`src/rtl/piece_queue.sv`:
```
// Random-piece consumer: requests values from the 3-bit LFSR, maps them to
// tetromino IDs and keeps a shift FIFO of upcoming pieces for spawn and preview.
module piece_queue #(
  parameter int DEPTH = 3,
  parameter int ID_W  = 3
) (
  input  logic                    clk,
  input  logic                    reset,
  output logic                    rng_req,
  input  logic [ID_W-1:0]         rng_value,
  input  logic                    hold,
  input  logic                    spawn_req,
  output logic                    spawn_ack,
  output logic [ID_W-1:0]         spawn_piece,
  output logic [DEPTH*ID_W-1:0]   preview,
  output logic [2:0]              count,
  output logic                    ready
);

  localparam logic [2:0]      DEPTH_C = 3'(DEPTH);
  localparam logic [ID_W-1:0] ONE     = ID_W'(1);

  typedef enum logic [1:0] {REQ, CAP, IDLE} state_t;

  state_t          state, state_next;
  logic [ID_W-1:0] fifo_q [DEPTH];
  logic [ID_W-1:0] fifo_d [DEPTH];
  logic [2:0]      count_d;
  logic [2:0]      wr_idx;
  logic [ID_W-1:0] cap_id;
  logic            pop, cap, room;

  assign room   = count < DEPTH_C;
  assign pop    = spawn_req && (count != 3'd0) && !hold;
  assign cap    = (state == CAP);
  // Value 0 is the LFSR's lock-up state; treat it as piece 0 rather than wrapping to 7.
  assign cap_id = (rng_value == '0) ? '0 : rng_value - ONE;
  // After a same-cycle shift the tail slot moves down by one.
  assign wr_idx = pop ? count - 3'd1 : count;
  assign count_d = count + {2'b00, cap} - {2'b00, pop};
  assign ready  = (count == DEPTH_C);

  // NOTE: every always_comb output gets a default first so no path infers a latch.
  always_comb begin
    for (int i = 0; i < DEPTH; i++) fifo_d[i] = fifo_q[i];
    if (pop) begin
      for (int i = 0; i < DEPTH - 1; i++) fifo_d[i] = fifo_q[i+1];
      fifo_d[DEPTH-1] = '0;
    end
    for (int i = 0; i < DEPTH; i++) begin
      if (cap && (3'(i) == wr_idx)) fifo_d[i] = cap_id;
    end
  end

  always_comb begin
    rng_req    = 1'b0;
    state_next = state;
    case (state)
      REQ: begin
        if (room && !hold && !reset) begin
          rng_req    = 1'b1;
          state_next = CAP;
        end else begin
          state_next = IDLE;
        end
      end
      // An issued request always completes, even under hold.
      CAP:     state_next = (count_d < DEPTH_C) ? REQ : IDLE;
      IDLE:    if (room && !hold) state_next = REQ;
      default: state_next = REQ;
    endcase
  end

  always_comb begin
    preview = '0;
    for (int i = 0; i < DEPTH; i++) preview[i*ID_W +: ID_W] = fifo_q[i];
  end

  // NOTE: state uses non-blocking assignments so all registers update from pre-edge values.
  // NOTE: the FIFO storage is reset explicitly because preview must read 0 out of reset.
  always_ff @(posedge clk) begin
    if (reset) begin
      state       <= REQ;
      count       <= 3'd0;
      spawn_ack   <= 1'b0;
      spawn_piece <= '0;
      for (int i = 0; i < DEPTH; i++) fifo_q[i] <= '0;
    end else begin
      state     <= state_next;
      count     <= count_d;
      spawn_ack <= pop;
      if (pop) spawn_piece <= fifo_q[0];
      for (int i = 0; i < DEPTH; i++) fifo_q[i] <= fifo_d[i];
    end
  end

endmodule

```
`config.mk`:
```
export PLATFORM = sky130hd
export DESIGN_NAME = piece_queue
export DESIGN_NICKNAME = d
export VERILOG_FILES = /design/src/rtl/piece_queue.sv
export SDC_FILE = /design/constraint.sdc
export NUM_CORES = 1
export LEC_CHECK = 0
export CORE_UTILIZATION = 25
export DETAILED_ROUTE_END_ITERATION = 7
export SLEW_MARGIN = 20
export SYNTH_ARGS = -nofsm -noshare
export SYNTH_HDL_FRONTEND = slang
export SYNTH_SLANG_ARGS = --single-unit
```
`constraint.sdc`:
```
create_clock -name clk -period 6.25 [get_ports clk]
set_input_delay 1.25 -clock clk [delete_from_list [all_inputs] [get_ports clk]]
set_output_delay 1.25 -clock clk [all_outputs]
set_load 0.02 [all_outputs]
```
==> results.yml <==
worst_setup_path:
  cp-start-kind: "primary input"
  critPathCaptureType: "output pin"
  r2r.worst_path.cells: 13
  path_class: "in2out"
  cp.required_ns: 5.00
  arrival_ns: 2.85
  worst-path-max-fanout: 4
sta:
  fin_crit_sh_pct: 65.5
  hold_violations: 0
  holdWs_ns: 0.453
  rsz0062_at_grt: "no"
  period_minus_slack_ns: 4.10
  layout_setup_ws_ns: 2.15
  report.final.slew_viol_count: 0
  worstMarginPinSlew_ns: 0.567
  slew-limit-headroom_pct: 62.1
  setup_viol: 0
  fmax_mhz: 244
  fin_tns_setup_ns: 0
  fin_skew_ns: 0.000919
logic_synthesis:
  yosys_register_bits: 18
  synth.most_common_cell: "dfxtp_1"
  synth_cell_types: 34
  netlist_area_mm2: 0.00104
  syn_avg_cell_area_um2: 8.81
  yosys_most_used_dff: "dfxtp_1"
  netlist.area_leader.share_pct: 34.7
  syn-num-nets: 132
  ys_seq_area_share_pct: 34.7
  synth_top_cell_by_area: "dfxtp_1"
  ys_top_cells_by_count: "dfxtp_1, nor2_1, inv_1, a21oi_1"
  yosysWarnings: 0
  synth_edf_count: 0
  synthCells: 118
  yosys-top-cells-area: "dfxtp_1, mux2_2, ha_1, mux2i_1, a21oi_1"
  synthArstFlopShare_pct: 0
route:
  drtIter0Drc: 23
  dr.pass1.iters: 4
  routed_wirelength_um: 2230
  drcViolationCount: 0
  vias_per_cell: 4.70
  postRouteAntennaNets: 0
  wl_per_cell_um: 11.7
  vias: 893
cells_and_area:
  nNetsFinal: 155
  design_area_mm2: 0.00137
  fillers: 410
  diodes: 0
  drive_above_1_share_pct: 13.6
  area_delta_synth_final_pct: 31.5
placed_design:
  gp_routability_congestion: 0.772
  port-buffer-count: 24
  dp_slack_ns: 2.12
  place_area_mm2: 0.00131
  dp_hpwl_um: 1720
die:
  top_level_ports: 25
  core_region_area_mm2: 0.00400
  die_area_mm2: 0.00442
  fp.dieW_um: 66.5
  dieHeight_um: 66.5
  num_rows: 23
  initial_utilization_pct: 26.0
clock_tree:
  cts_setup_buffers: 0
  cts_hold_buf: 0
  tritoncts: "done"
  ctsResizeCount: 0
  cts.sinks: 18
  root_buffer: "clkbuf_8"
  cts-buffers-inserted: 3
  htreeDepth: 1
  clk_pin_slew_ns: 0.07
  clk_latency_ns: 0.25
  cts_max_path_buffers: 2
global_route:
  grt.total_usage_pct: 11.6
  grt_pass1_wl_um: 3940
  gr-total-overflow: 0
  antenna_found_initial: 0
  grt_max_degree: 21
  grt_pass1_vias: 879
power:
  total_power_mw: 0.408
  p_leak_nw: 0.503
  vdd_drop_max_mv: 0.0840
  cellPowerDensity_mw_per_mm2: 298
run_status:
  outcome: "completed"
hold_path:
  hold_depth: 1
  hp-class: "reg2reg"
flow_run:
  cap_violations: 0
==> final timing paths <==
check	startpoint	to	slack, ns
setup / recovery	hold	rng_req	2.15
hold / removal	state[0]	state[0]	0.45
setup reg to reg	count[0]	state[1]	3.27
hold reg to reg	state[0]	state[0]	0.45
==> report_power, final <==
group	leakage, nW	total [mW]	switching, mW	internal (mW)
registers	0.146	0.144	0.0170	0.127
clock network	0.0288	0.0943	0.0384	0.0559
logic	0.328	0.169	0.102	0.0676
total	0.503	0.408	0.157	0.251
==> layout make-up <==
cell class	instances	area, µm²	share of cell area [%]
Inverter	10	37.5	2.74
Sequential cell	18	360	26.3
Timing Repair Buffer	25	248	18.1
Multi-Input combinational cell	83	604	44.2
Tap cell	50	62.6	4.57
Clock buffer	4	55.1	4.03
==> worst max-delay path, cell delays in order <==
cell,delay [ns]
clkdlybuf4s50_1,0.45
a211o_2,0.31
nor4_1,0.18
clkdlybuf4s50_1,0.65
==> cells in the final DEF, fill, tap and decap left out, types with 2 or more instances in the layout <==
cell type / synthesis / layout
inv_1: 10 / 10
nand2_1: 5 / 5
o21ai_0: 7 / 7
nand3_1: 6 / 6
a21oi_1: 9 / 9
nor3_1: 5 / 5
nand2b_1: 2 / 2
ha_1: 6 / 6
clkbuf_8: 0 / 4
nor2_1: 11 / 11
mux2_2: 7 / 7
dfxtp_1: 18 / 18
clkdlybuf4s50_1: 0 / 24
mux2i_1: 5 / 5
and2b_2: 2 / 2
nor4_1: 2 / 2
nor3b_1: 2 / 2
==> metrics by stage <==
step | utilization, % | std cells
finish | 34.2 | 190
global route | 34.2 | 190
CTS | 34.2 | 190
detailed placement | 32.8 | 186
global placement | 32.8 | 186
floorplan | - | 118
==> routing by layer <==
| metal | GRT usage [%] | vias to the layer above | part of all wire (%) |
|---|---|---|---|
| li1 | - | 450 | - |
| met1 | 14.1 | 421 | 46 |
| met2 | 20.2 | 18 | 50 |
| met3 | 1.54 | 4 | 3.0 |
| met4 | 5.05 | 0 | 1.4 |
| met5 | 0 | - | 0 |
==> logic make-up (layout without fill, tap and decap cells) <==
kind of cell | after synthesis | count (layout) | share of synthesized area, %
AO/OA/AOI/OAI | 24 | 24 | 16.2
AND/OR/NAND/NOR | 39 | 39 | 19.5
adder cells (fa/ha/maj) | 7 | 7 | 9.15
multiplexers | 12 | 12 | 12.4
buffers and inverters | 17 | 39 | 7.22
flip-flops | 18 | 18 | 34.7
XOR/XNOR | 1 | 1 | 0.843
==> sequential cells by signal (all words and copies together) (netlist names) <==
register / count
spawn_piece: 3
spawn_ack: 1
count: 3
fifo_q: 9
state: 2
No activity file was read; power rests on OpenSTA's default activity.
